File: src/rtl/top_score_ctrl.sv
// Per-mode leaderboard: submitted scores are inserted in sorted order; display reads one ranked entry at a time.
// Insert takes 6 cycles from acceptance to upd_done; reads ack the cycle after acceptance. Requests seen outside IDLE are dropped.
module top_score_ctrl #(
    parameter int MODES   = 3,
    parameter int ENTRIES = 4,
    parameter int SCORE_W = 7,
    parameter int PID_W   = 3
) (
    input  logic               clk,
    input  logic               rst,
    input  logic               clr_req,
    input  logic               upd_req,
    input  logic [1:0]         upd_mode,
    input  logic [PID_W-1:0]   upd_pid,
    input  logic               upd_guest,
    input  logic [SCORE_W-1:0] upd_score,
    output logic               upd_busy,
    output logic               upd_done,
    output logic               upd_placed,
    output logic [1:0]         upd_rank,
    input  logic               rd_req,
    input  logic [1:0]         rd_mode,
    input  logic [1:0]         rd_idx,
    output logic               rd_ack,
    output logic               rd_hit,
    output logic [PID_W-1:0]   rd_pid,
    output logic               rd_guest,
    output logic [SCORE_W-1:0] rd_score
);

    typedef struct packed {
        logic               valid;
        logic [PID_W-1:0]   pid;
        logic               guest;
        logic [SCORE_W-1:0] score;
    } rec_t;

    typedef enum logic [2:0] {IDLE, SCAN, SHIFT, WRITE, DONE} state_t;

    localparam logic [2:0] MODE_LIM = 3'(MODES);
    localparam logic [2:0] ENT_LIM  = 3'(ENTRIES);
    localparam logic [1:0] LAST     = 2'(ENTRIES - 1);

    state_t     state;
    rec_t       tbl [MODES][ENTRIES];
    rec_t       cur;
    rec_t       scan_rec;
    logic [1:0] cur_mode;
    logic [1:0] idx;
    logic [1:0] pos;
    logic [1:0] j;
    logic       upd_mode_bad;
    logic       rd_oob;
    logic       scan_hit;

    assign upd_mode_bad = ({1'b0, upd_mode} >= MODE_LIM);
    assign rd_oob       = ({1'b0, rd_mode} >= MODE_LIM) || ({1'b0, rd_idx} >= ENT_LIM);

    // cur_mode is only in range while an update is in flight, so guard the lookup.
    always_comb begin
        scan_rec = '0;
        if ({1'b0, cur_mode} < MODE_LIM) begin
            scan_rec = tbl[cur_mode][idx];
        end
    end

    // Strict compare: an equal score ranks below the entry already there.
    assign scan_hit = !scan_rec.valid || (cur.score > scan_rec.score);

    always_ff @(posedge clk) begin
        if (rst) begin
            state      <= IDLE;
            cur        <= '0;
            cur_mode   <= '0;
            idx        <= '0;
            pos        <= '0;
            j          <= '0;
            upd_busy   <= 1'b0;
            upd_done   <= 1'b0;
            upd_placed <= 1'b0;
            upd_rank   <= '0;
            rd_ack     <= 1'b0;
            rd_hit     <= 1'b0;
            rd_pid     <= '0;
            rd_guest   <= 1'b0;
            rd_score   <= '0;
            for (int m = 0; m < MODES; m++) begin
                for (int e = 0; e < ENTRIES; e++) begin
                    tbl[m][e] <= '0;
                end
            end
        end else begin
            upd_done <= 1'b0;
            rd_ack   <= 1'b0;
            case (state)
                IDLE: begin
                    if (clr_req) begin
                        for (int m = 0; m < MODES; m++) begin
                            for (int e = 0; e < ENTRIES; e++) begin
                                tbl[m][e].valid <= 1'b0;
                            end
                        end
                    end else if (upd_req) begin
                        cur      <= '{valid: 1'b1, pid: upd_pid, guest: upd_guest, score: upd_score};
                        cur_mode <= upd_mode;
                        idx      <= '0;
                        upd_busy <= 1'b1;
                        if (upd_mode_bad) begin
                            upd_done   <= 1'b1;
                            upd_placed <= 1'b0;
                            upd_rank   <= '0;
                            state      <= DONE;
                        end else begin
                            state <= SCAN;
                        end
                    end else if (rd_req && !rd_ack) begin
                        // The requester holds rd_req through the ack cycle; skip it to avoid a double ack.
                        rd_ack <= 1'b1;
                        if (rd_oob) begin
                            rd_hit   <= 1'b0;
                            rd_pid   <= '0;
                            rd_guest <= 1'b0;
                            rd_score <= '0;
                        end else begin
                            rd_hit   <= tbl[rd_mode][rd_idx].valid;
                            rd_pid   <= tbl[rd_mode][rd_idx].pid;
                            rd_guest <= tbl[rd_mode][rd_idx].guest;
                            rd_score <= tbl[rd_mode][rd_idx].score;
                        end
                    end
                end
                SCAN: begin
                    if (scan_hit) begin
                        pos   <= idx;
                        j     <= LAST;
                        state <= (idx == LAST) ? WRITE : SHIFT;
                    end else if (idx == LAST) begin
                        upd_done   <= 1'b1;
                        upd_placed <= 1'b0;
                        upd_rank   <= '0;
                        state      <= DONE;
                    end else begin
                        idx <= idx + 2'd1;
                    end
                end
                SHIFT: begin
                    // Moving bottom-up lets the lowest entry fall off without a temporary.
                    tbl[cur_mode][j] <= tbl[cur_mode][j - 2'd1];
                    j <= j - 2'd1;
                    if ((j - 2'd1) == pos) begin
                        state <= WRITE;
                    end
                end
                WRITE: begin
                    tbl[cur_mode][pos] <= cur;
                    upd_done   <= 1'b1;
                    upd_placed <= 1'b1;
                    upd_rank   <= pos;
                    state      <= DONE;
                end
                DONE: begin
                    upd_busy <= 1'b0;
                    state    <= IDLE;
                end
                default: state <= IDLE;
            endcase
        end
    end

endmodule

File: config.mk
export PLATFORM = sky130hd
export DESIGN_NAME = top_score_ctrl
export DESIGN_NICKNAME = d
export VERILOG_FILES = /design/src/rtl/top_score_ctrl.sv
export SDC_FILE = /design/constraint.sdc
export NUM_CORES = 1
export LEC_CHECK = 0
export CAP_MARGIN = 15
export CORE_ASPECT_RATIO = 0.8
export CORE_MARGIN = 1
export CORE_UTILIZATION = 35
export DETAILED_ROUTE_END_ITERATION = 12
export SLEW_MARGIN = 10
export SYNTH_ARGS = -nofsm -noshare
export SYNTH_HDL_FRONTEND = slang
export SYNTH_SLANG_ARGS = --single-unit
File: constraint.sdc
create_clock -name clk -period 6.5 [get_ports clk]
set_clock_uncertainty 0.15 [all_clocks]
set_input_delay 0.65 -clock clk [delete_from_list [all_inputs] [get_ports clk]]
set_output_delay 0.65 -clock clk [all_outputs]
set_load 0.02 [all_outputs]
# Word level (Yosys, flattened, before mapping)
# Memories as Yosys holds them, arrays and structs flattened. A register that Yosys moved wholly into a read port is not among the register bits.
# Cells that the tools add are included.
# totals
mem_bits_ro	0
input_bits	22
word_cells	268
mem_bits_rw	144
latch_bits	0
mem_count	1
regBits	41
# op_classes
reduce_logical	21
div_mod_pow	0
n_mul	0
shifts	0
n_addsub	2
bitwise	68
n_mux	132
n_lt_le_gt_ge	11
eq_ne	15
# mem_list
memory	words	width	rd	rd_clocked_by_memory_dff	write_ports	line_no	text
tbl	3	48	2	1	3	45	rec_t tbl [MODES][ENTRIES];
# ops
cell	count
$mux 48	4
$mux 12	9
$mux 1	86
$bmux 12 s2	3
$or 1x1->1	60
$demux 12 s2	2
$reduce_or 48->1	1
$mux 2	13
$mux 3	7
$ne 2x2->1 const B	8
$ge 3x3->1 const B	5
$not 2->3	5
$pmux 3 s4	1
$pmux 2 s2	2
$reduce_and 4->1	2
$gt 7x7->1	1
$mux 7	1
$eq 3x2->1 const B	2
$lt 3x1->1 const B	2
$pmux 1 s3	2
$pmux 2 s3	1
$reduce_and 3->1	2
$reduce_and 6->1	1
$reduce_bool 2->1	3
other kinds (19)	26

# Logic depth before layout (Yosys ltp)
# Gate-level depths: netlist (run 1).
# logic_depth
depth_word	9
mapped_depth	13

# Worst setup path before layout (run 1)
# Ideal clock, no wire load.
# synth_timing
path_kind	reg2reg
from	register with a tool-made name
to	register upd_rank[0]
synth_period_minus_slack_ps	3361
stages_incl_launch_ff	14
slack_ps	3139
arrival_ps	3095
path_buffers	3
required_time_ps	6234
path_cell_list	dfxtp_1 -> buf_2 -> buf_6 -> buf_4 -> mux4_2 -> mux4_2 -> nand2_1 -> ha_1 -> a211oi_1 -> o21bai_1 -> o22ai_1 -> a21boi_2 -> nor2_1 -> a31o_2
# synth_lines
element	line_no	text
end signal: assignment	158	upd_rank <= pos;
end: declaration	20	output logic [1:0] upd_rank,

==> results of run 1 <==
[area by class of cell]
cell class                      instances  area (um^2)
Tap cell                              472          591
Fill cell                            3327        20900
Clock buffer                           33          666
Timing Repair Buffer                   55          503
Multi-Input combinational cell        606         5390
Sequential cell                       235         6630
Inverter                               56          210
Clock inverter                         11         76.3
[placed cells by master (no fill, tap or decap), types with 8 or more instances in the layout]
cell type	n
sky130_fd_sc_hd__nor2_1	168
sky130_fd_sc_hd__edfxtp_1	192
sky130_fd_sc_hd__clkbuf_16	25
sky130_fd_sc_hd__a21oi_1	22
sky130_fd_sc_hd__nand2_1	119
sky130_fd_sc_hd__dfxtp_1	41
sky130_fd_sc_hd__nor2b_1	8
sky130_fd_sc_hd__mux4_2	118
sky130_fd_sc_hd__buf_4	17
sky130_fd_sc_hd__mux2_2	18
sky130_fd_sc_hd__mux2i_1	15
sky130_fd_sc_hd__inv_1	54
sky130_fd_sc_hd__ha_1	12
sky130_fd_sc_hd__a21oi_2	10
sky130_fd_sc_hd__a32o_1	14
sky130_fd_sc_hd__o21a_1	44
sky130_fd_sc_hd__clkdlybuf4s50_1	37
[sequential cells by signal, indices dropped and copies added, names as in the netlist, named ones only]
| register | flops |
|---|---|
| rd_guest | 1 |
| cur_mode | 2 |
| pos | 2 |
| upd_done | 1 |
| upd_busy | 1 |
| j | 2 |
| rd_hit | 1 |
| state | 3 |
| tbl | 192 |
| upd_rank | 2 |
| rd_pid | 3 |
| rd_ack | 1 |
| cur | 12 |
| upd_placed | 1 |
| rd_score | 7 |
| idx | 2 |
[power breakdown]
group / switching (W) / internal, W
Combinational: 0.000379 / 0.000248
Sequential: 0.0000584 / 0.00169
Clock: 0.000586 / 0.000755
[cells by family (layout without fill, tap and decap cells)]
group / after synthesis / in the layout
AOI/OAI and AO/OA: 113 / 113
xor gates and xnor gates: 4 / 4
adders and majority gates: 12 / 12
buffers and inverters: 121 / 155
DFF: 235 / 235
muxes: 151 / 151
and+or+nand+nor: 326 / 326
[metal layers]
layer | track usage, % | vias to the layer above
met5 | 0 | -
met4 | 5.43 | 2
met3 | 8.26 | 56
met2 | 30.2 | 385
met1 | 29.9 | 4249
li1 | - | 3621
[through the flow]
stage | hold WS (ns) | util [%] | cell area, um^2
after floorplan | 0.286 | - | 12500
after global placement | 0.299 | 38.1 | 13300
after detailed placement | 0.303 | 38.1 | 13300
after CTS | 0.312 | 40.2 | 14100
after global routing | 0.335 | 40.2 | 14100
final | 0.309 | 40.2 | 14100
[worst min-delay path, stage by stage (launching register included)]
cell and delay, ns:
sky130_fd_sc_hd__dfxtp_1 0.31, sky130_fd_sc_hd__nand2_1 0.05, sky130_fd_sc_hd__a21oi_1 0.05
[worst max-delay path by stage]
stage | endpoint | slack [ns]
global placement | tbl[1][44] | 1.98
floorplan | upd_rank[0] | 3.14
CTS | upd_rank[1] | 2.17
detailed placement | tbl[0][30] | 1.99
finish | upd_rank[0] | 2.16
global route | upd_rank[0] | 2.00
==> flow_summary.yaml, run 1 <==
timing:
  report.final.slew_viol_count: 0
  hold_viol_final: 0
  clock.fmax_mhz: 230
  max_slew.worst_pin.slew_ns: 1.14
  setup_slack_ns: 2.16
  setup_repair_after_global_routing_missed_its_margin: "false"
  final_clock_period_utilization_by_the_worst_path_pct: 66.8
  report.final.setup_viol: 0
  final.min_clock_period_ns: 4.34
  timing.max_slew.rel_slack_pct: 24.0
  final.setup.tns_ns: 0
worst_setup_path:
  cpPeakStageDelay_ns: 1.06
  path_depth: 11
  critPathTopFamily: "compound AO/OA/AOI/OAI gates"
  critical_path_end_type: "flop"
  critical_path_maximum_fanout: 36
  worst-endpoint-arrival_ns: 4.63
  critical_path_buf_inv_count: 1
  timing.setup.critical_path_class: "reg2reg"
  worst_ep_required_time_ns: 6.78
  cpMaxStageDelayCell: "sky130_fd_sc_hd__dfxtp_2"
  worst_r2r_endpoint: "upd_rank[0]"
  r2r_slack_ns: 2.16
  worst-r2r-cell-count: 11
  crit_chain: "buf_4, mux4_2, mux4_2, nand2_1, ha_1, a21oi_1, a21oi_1, o22ai_1, a21boi_2, nor2_1, a31o_2"
  setup.worst_path.start_class: "flop"
synth:
  post-synth-top-area-cell: "sky130_fd_sc_hd__edfxtp_1"
  postSynth.asyncResetShare_pct: 0
  synth_simple_gate_area_share_pct: 10.6
  combinational_family_with_the_most_area_after_synthesis: "multiplexers"
  synth_commonest_cells: "192 x sky130_fd_sc_hd__edfxtp_1, 168 x sky130_fd_sc_hd__nor2_1, 119 x sky130_fd_sc_hd__nand2_1, 118 x sky130_fd_sc_hd__mux4_2, 54 x sky130_fd_sc_hd__inv_1"
  synth.most_common_cell: "sky130_fd_sc_hd__edfxtp_1"
  portion_of_netlist_area_occupied_by_mux_cells_pct: 24.1
  synthTopCellsByArea: "sky130_fd_sc_hd__edfxtp_1 46%, sky130_fd_sc_hd__mux4_2 21%, sky130_fd_sc_hd__dfxtp_1 6.9%, sky130_fd_sc_hd__nor2_1 5.0%, sky130_fd_sc_hd__nand2_1 3.6%"
  netlist_area_before_placement_mm2: 0.0125
  synth.lib_cells_used.distinct: 50
  synth_top_flop_cell: "sky130_fd_sc_hd__edfxtp_1"
  synthesis.area_per_instance_um2: 13.0
  synth.yosys.seq_area_share_pct: 53.0
  netlist.area_leader.share_pct: 46.1
  synth-compound-area-share_pct: 6.75
  yosys.area_share.xor_xnor_pct: 0.280
  edff_count_synth: 192
  synth-adder-area-share_pct: 1.20
  synthCells: 962
  yosys_warnings: 0
  syn-num-nets: 996
  synth-seq-cells: 235
min_path:
  type_of_the_worst_min_delay_path: "reg2reg"
  min_path_cells: 2
  timing.hold.worst_endpoint: "cur[0]"
  worst_hold_startpoint: "cur[0]"
clocking:
  post_cts_hold_buffer_count: 0
  cts_post_setup_buffers_inserted: 0
  cts.root.buffer_cell: "sky130_fd_sc_hd__clkbuf_16"
  clock_latency_ns: 0.54
  cts_made_buffers: 24
  ctsLongestPathBuffers: 3
  tritoncts_num_sinks: 235
  worst_setup_hold_path_clk_slew_ns: 0.06
  post_cts.resized_instances: 0
  cts_tree: "yes"
  cts-htree-levels: 1
finish:
  antenna_cells: 0
  fin_cells: 1468
  synthToLayoutAreaGrowth_pct: 12.5
  layout-drive-gt1-share_pct: 21.3
  nNetsFinal: 1012
floorplan:
  dieWidth_um: 213
  fp.dieH_um: 171
  design.core.area_mm2: 0.0350
  rows: 61
  floorplan.die_area_mm2: 0.0365
  io_pins: 40
  initial_utilization_pct: 35.8
routing:
  wl_met1_um: 16000
  drcViolationCount: 0
  vias: 8313
  route.detailed.wl_per_inst_um: 25.6
  finalWirelength_um: 37600
  top_layer: "met5"
  drt_first_pass_iters: 5
  met2_length_um: 16000
  number_of_vias_per_cell: 5.66
  met3_length_um: 4670
  drt_first_iter_violations: 941
  antenna_left: 0
grt:
  track_usage_pct: 21.2
  maximum_number_of_pins_on_one_net_before_global_route_repair: 50
  grt_pass1_wl_um: 54600
  antenna_found_initial: 2
  via_count_of_the_first_global_routing_pass: 7927
  grt_overflow_total: 0
power:
  post-layout-total-power_w: 0.00372
  leakage_nw: 4.89
  power_per_cell_area_mw_per_mm2: 264
  power.ir.vdd_worst_mv: 0.133
placement:
  gpl_congestion: 0.934
  numPortBuffers: 39
  dpl_worst_slack_ns: 1.99
  dp_cell_count: 1424
  dpl.hpwl_um: 26500
outcome:
  status: "finished, final reports clean"
job:
  maxCapViolations: 0
(Power assumes the default switching activity.)
==> run 2, diff against run 1 <==
==> constraint.sdc (replaced) <==
create_clock -name clk -period 4.34 [get_ports clk]
set_clock_uncertainty 0.15 [all_clocks]
set_input_delay 0.434 -clock clk [delete_from_list [all_inputs] [get_ports clk]]
set_output_delay 0.434 -clock clk [all_outputs]
set_load 0.02 [all_outputs]
==> flow_summary.yaml, run 2 (same netlist as run 1, synthesis figures left out) <==
grt:
  antenna_found_initial: 0
  grt_overflow_total: 0
  maximum_number_of_pins_on_one_net_before_global_route_repair: 54
  globalRouteMet3Util_pct: 4.96
  globalRouteMet1Util_pct: 30.9
  track_usage_pct: 20.6
  grt_pass1_wl_um: 53800
  busiest_layer: "met1"
  via_count_of_the_first_global_routing_pass: 8006
  met2_layer_usage_reported_by_global_route_pct: 29.6
floorplan:
  fp.dieH_um: 171
  design.core.area_mm2: 0.0350
  dieWidth_um: 213
  io_pins: 40
  floorplan.die_area_mm2: 0.0365
  initial_utilization_pct: 35.8
  rows: 61
worst_setup_path:
  critical_path_end_type: "flop"
  critical_path_maximum_fanout: 19
  setup.worst_path.start_class: "flop"
  worst-endpoint-arrival_ns: 4.08
  worst_ep_required_time_ns: 4.64
  timing.setup.critical_path_class: "reg2reg"
finish:
  synthToLayoutAreaGrowth_pct: 14.4
  sequential_cell_area_mm2: 0.00663
  finish.instance_area_mm2: 0.0143
  most-common-layout-cells: "192 x sky130_fd_sc_hd__edfxtp_1, 168 x sky130_fd_sc_hd__nor2_1, 119 x sky130_fd_sc_hd__nand2_1, 118 x sky130_fd_sc_hd__mux4_2, 54 x sky130_fd_sc_hd__inv_1"
  largest_register_ff_count: 192
  reg.largest.list: "tbl (192), cur (12), rd_score (7)"
  fillers: 3304
  layout-drive-gt1-share_pct: 23.2
  top_register_by_number_of_flip_flops: "tbl"
  final_core_utilization_pct: 40.9
  most_common_cell_after_layout_fill_and_taps_aside: "sky130_fd_sc_hd__edfxtp_1"
  multiInputGateArea_mm2: 0.00539
  nNetsFinal: 1035
  antenna_cells: 0
power:
  power.ir.vdd_worst_mv: 0.304
  power_per_cell_area_mw_per_mm2: 390
  leakage_nw: 5.01
placement:
  numPortBuffers: 39
  dpl.hpwl_um: 25800
  dpl_worst_slack_ns: 0.540
  gpl_congestion: 0.878
  placement.cell_area_mm2: 0.0135
routing:
  drcViolationCount: 0
  drt_first_iter_violations: 1117
  vias: 8372
  drt_first_pass_iters: 6
  route.detailed.wl_per_inst_um: 24.4
  number_of_vias_per_cell: 5.61
  antenna_left: 0
  finalWirelength_um: 36400
timing:
  setup_slack_ns: 0.557
  max_slew.worst_pin.slew_ns: 1.17
  hold_viol_final: 0
  clock.fmax_mhz: 264
  final.setup.tns_ns: 0
  final_clock_period_utilization_by_the_worst_path_pct: 87.2
  timing.max_slew.rel_slack_pct: 22.0
  setup_repair_after_global_routing_missed_its_margin: "false"
  report.final.setup_viol: 0
  report.final.slew_viol_count: 0
  final.min_clock_period_ns: 3.78
clocking:
  worst_setup_hold_path_clk_slew_ns: 0.07
  cts_tree: "yes"
  post_cts.resized_instances: 0
  post_cts_hold_buffer_count: 0
  ctsLongestPathBuffers: 3
  clock_latency_ns: 0.56
  cts.root.buffer_cell: "sky130_fd_sc_hd__clkbuf_16"
  cts-htree-levels: 1
  cts_made_buffers: 26
  cts_post_setup_buffers_inserted: 0
  tritoncts_num_sinks: 235
min_path:
  type_of_the_worst_min_delay_path: "in2reg"
outcome:
  status: "finished, final reports clean"
job:
  maxCapViolations: 0
[run 2: cell types whose count changed in the layout (fill, tap and decap cells not counted), sizes merged]
cell      change
clkinvlp      +2
clkbuf        +2
bufinv        -1
inv           +1
buf          +21
clkinv        -1
[run 2: layout make-up]
class	instances	share of cell area, %
sequential	235	46.4
multi-input combinational	606	37.7
clock buffer	35	4.93
timing repair buffer	76	4.80
tap	472	4.13
inverter	56	1.47
clock inverter	12	0.639
[run 2: metal layers]
layer  vias up  routed length [um]
li1       3668                   -
met1      4246               15900
met2       408               15500
met3        50                4100
met4         0                 929
met5         -                   0
[run 2: through the flow]
| stage | std cells | hold WS (ns) | total power [W] |
|---|---|---|---|
| finish | 1492 | 0.281 | 0.00558 |
| global route | 1492 | 0.284 | 0.00578 |
| CTS | 1492 | 0.274 | 0.00560 |
| detailed placement | 1445 | 0.305 | 0.00355 |
| global placement | 1445 | 0.300 | 0.00354 |
| floorplan | 962 | 0.286 | 0.00325 |
[run 2: worst max-delay path, stage by stage, from the launching register on]
cell                       delay [ns]
sky130_fd_sc_hd__dfxtp_4         0.54
sky130_fd_sc_hd__buf_12          0.25
sky130_fd_sc_hd__mux4_2          0.55
sky130_fd_sc_hd__mux4_2          0.47
sky130_fd_sc_hd__nand2_1         0.09
sky130_fd_sc_hd__ha_1            0.25
sky130_fd_sc_hd__a211oi_1        0.21
sky130_fd_sc_hd__o21bai_1        0.11
sky130_fd_sc_hd__o22ai_1         0.22
sky130_fd_sc_hd__a21boi_2        0.36
sky130_fd_sc_hd__nor2_1          0.18
sky130_fd_sc_hd__a31o_2          0.27
[run 2: path summary, 6_finish.rpt]
kind                from          end  slack, ns  cells after the start
max                 flop  upd_rank[0]       0.56                     11
min           upd_pid[2]      cur[10]       0.28                      3
max reg2reg         flop  upd_rank[0]       0.56                     11
min reg2reg  rd_score[0]  rd_score[0]       0.32                      1
[run 2: power by group]
part | switching [W] | leakage (nW) | total [W] | internal (W)
logic | 0.000533 | 2.34 | 0.000913 | 0.000381
clock network | 0.000924 | 0.386 | 0.00207 | 0.00115
registers | 0.0000633 | 2.28 | 0.00260 | 0.00253
total | 0.00152 | 5.01 | 0.00558 | 0.00406
==> run 3, diff against run 2 <==
--- a/config.mk
+++ b/config.mk
@@ -9,6 +9,7 @@
 export CORE_ASPECT_RATIO = 0.8
 export CORE_MARGIN = 1
 export CORE_UTILIZATION = 35
+export CTS_BUF_LIST = sky130_fd_sc_hd__clkbuf_8
 export DETAILED_ROUTE_END_ITERATION = 12
 export SLEW_MARGIN = 10
 export SYNTH_ARGS = -nofsm -noshare
==> flow_summary.yaml, run 3 (same netlist as run 1, synthesis figures left out) <==
outcome:
  status: "finished, final reports clean"
timing:
  final.setup.tns_ns: 0
  final.min_clock_period_ns: 3.77
  final_clock_period_utilization_by_the_worst_path_pct: 86.9
  setup_repair_after_global_routing_missed_its_margin: "false"
  report.final.setup_viol: 0
  hold_viol_final: 0
  clock.fmax_mhz: 265
  timing.max_slew.rel_slack_pct: 21.8
  timing.hold.ws_ns: 0.313
  report.final.slew_viol_count: 0
  max_slew.worst_pin.slew_ns: 1.17
worst_setup_path:
  setup.worst_path.start_class: "flop"
  cpMaxStageDelayCell: "sky130_fd_sc_hd__mux4_2"
  worst_path_most_repeated_cell: "sky130_fd_sc_hd__mux4_2"
  r2r_slack_ns: 0.57
  crit_chain: "buf_12, mux4_2, mux4_2, nand2_1, ha_1, a211oi_1, o21bai_1, o22ai_1, a21boi_2, nor2_1, a31o_2"
  cpPeakStageDelay_ns: 0.55
  worst_r2r_endpoint: "upd_rank[0]"
  critical_path_maximum_fanout: 19
  timing.setup.critical_path_class: "reg2reg"
  critical_path_end_type: "flop"
  worst_ep_required_time_ns: 4.61
  worst-r2r-cell-count: 11
  worst-endpoint-arrival_ns: 4.04
clocking:
  tritoncts_num_sinks: 235
  ctsLongestPathBuffers: 3
  cts_post_setup_buffers_inserted: 0
  worst_setup_hold_path_clk_slew_ns: 0.06
  cts_tree: "yes"
  post_cts_hold_buffer_count: 0
  clock_latency_ns: 0.54
  cts-htree-levels: 2
  cts.root.buffer_cell: "sky130_fd_sc_hd__clkbuf_8"
  cts_made_buffers: 40
  post_cts.resized_instances: 0
finish:
  top_register_by_number_of_flip_flops: "tbl"
  antenna_cells: 0
  synthToLayoutAreaGrowth_pct: 13.7
  largest_register_ff_count: 192
  layout-drive-gt1-share_pct: 23.4
  most-common-layout-cells: "192 x sky130_fd_sc_hd__edfxtp_1, 168 x sky130_fd_sc_hd__nor2_1, 119 x sky130_fd_sc_hd__nand2_1, 118 x sky130_fd_sc_hd__mux4_2, 70 x sky130_fd_sc_hd__inv_1"
  fillers: 3338
  most_common_cell_after_layout_fill_and_taps_aside: "sky130_fd_sc_hd__edfxtp_1"
  reg.largest.list: "tbl (192), cur (12), rd_score (7)"
  nNetsFinal: 1049
  finish.instance_area_mm2: 0.0142
  fin_cells: 1517
floorplan:
  design.core.area_mm2: 0.0350
  rows: 61
  initial_utilization_pct: 35.8
  floorplan.die_area_mm2: 0.0365
  fp.dieH_um: 171
  io_pins: 40
  dieWidth_um: 213
job:
  maxCapViolations: 0
grt:
  track_usage_pct: 20.8
  grt_overflow_total: 0
  antenna_found_initial: 0
  grt_pass1_wl_um: 54200
  maximum_number_of_pins_on_one_net_before_global_route_repair: 54
  via_count_of_the_first_global_routing_pass: 8085
power:
  post-layout-total-power_w: 0.00533
  swShare_pct: 28.0
  power.ir.vdd_worst_mv: 0.185
  share_comb_of_total_power_pct: 17.1
  leakage_nw: 5.04
  switchingPower_w: 0.00149
  power_per_cell_area_mw_per_mm2: 375
  total_internal_power_w: 0.00384
  power.sequential.fraction_pct: 48.8
  power.share.clock_pct: 34.1
routing:
  number_of_vias_per_cell: 5.53
  antenna_left: 0
  drcViolationCount: 0
  drt_first_pass_iters: 5
  vias: 8395
  finalWirelength_um: 36900
  drt_first_iter_violations: 1185
  route.detailed.wl_per_inst_um: 24.3
placement:
  placement.cell_area_mm2: 0.0135
  gpl_congestion: 0.878
  dp_cell_count: 1445
  dpl.hpwl_um: 25800
  numPortBuffers: 39
min_path:
  timing.hold.worst_endpoint: "cur[10]"
  worst_hold_startpoint: "upd_pid[2]"
  type_of_the_worst_min_delay_path: "in2reg"
  min_path_cells: 3
run 3: changes by cell type in the layout (fill, tap and decap cells not counted), moves of 3 or more:
cell and delta:
sky130_fd_sc_hd__clkbuf_8 +38, sky130_fd_sc_hd__clkinv_1 +8, sky130_fd_sc_hd__clkbuf_16 -26, sky130_fd_sc_hd__clkinv_2 -3, sky130_fd_sc_hd__inv_1 +16, sky130_fd_sc_hd__clkbuf_1 -7
run 3: worst max-delay path by stage:
stage,endpoint,slack [ns],depth (start not counted),from
after global placement,upd_rank[1],0.57,11,flop
after floorplan,upd_rank[0],0.98,13,flop
after detailed placement,upd_rank[0],0.54,11,flop
final,upd_rank[0],0.57,11,flop
after global routing,upd_rank[0],0.43,11,flop
after CTS,upd_rank[0],0.52,11,flop
run 3: power by group through the flow:
stage / clock network [W] / logic (W) / registers [W]
2_1_floorplan: 0 / 0.000640 / 0.00261
3_3_place_gp: 0 / 0.000896 / 0.00264
3_5_place_dp: 0 / 0.000903 / 0.00264
4_1_cts: 0.00185 / 0.000909 / 0.00260
5_1_grt: 0.00196 / 0.000984 / 0.00260
6_report: 0.00182 / 0.000913 / 0.00260
run 3: metal layers:
| metal | GRT usage, % | vias to the layer above | wire length, um |
|---|---|---|---|
| met1 | 31.3 | 4227 | 16300 |
| met4 | 5.71 | 0 | 869 |
| met5 | 0 | - | 0 |
| li1 | - | 3699 | - |
| met2 | 29.8 | 420 | 15700 |
| met3 | 4.88 | 49 | 4010 |
run 3: through the flow:
step	worst slack (ns)	util [%]
floorplan	0.979	-
global placement	0.572	38.6
detailed placement	0.540	38.6
CTS	0.521	40.7
global route	0.428	40.7
finish	0.570	40.7
run 3: critical path, delay by kind of cell (launching register included):
family	cells	cell delay, ns
flip-flops	1	0.54
buffers and inverters	1	0.25
AND/OR/NAND/NOR	2	0.27
adder cells (fa/ha/maj)	1	0.25
AO/OA/AOI/OAI	5	1.16
multiplexers	2	1.02
run 3: area by class of cell:
type	count	area [um^2]	area share [%]
flip-flops and latches	235	6630	46.7
multi-input cells	606	5390	37.9
repair buffers	76	686	4.82
well taps	472	591	4.16
clock buffers	40	551	3.87
inverters	56	210	1.48
clock inverters	32	159	1.12
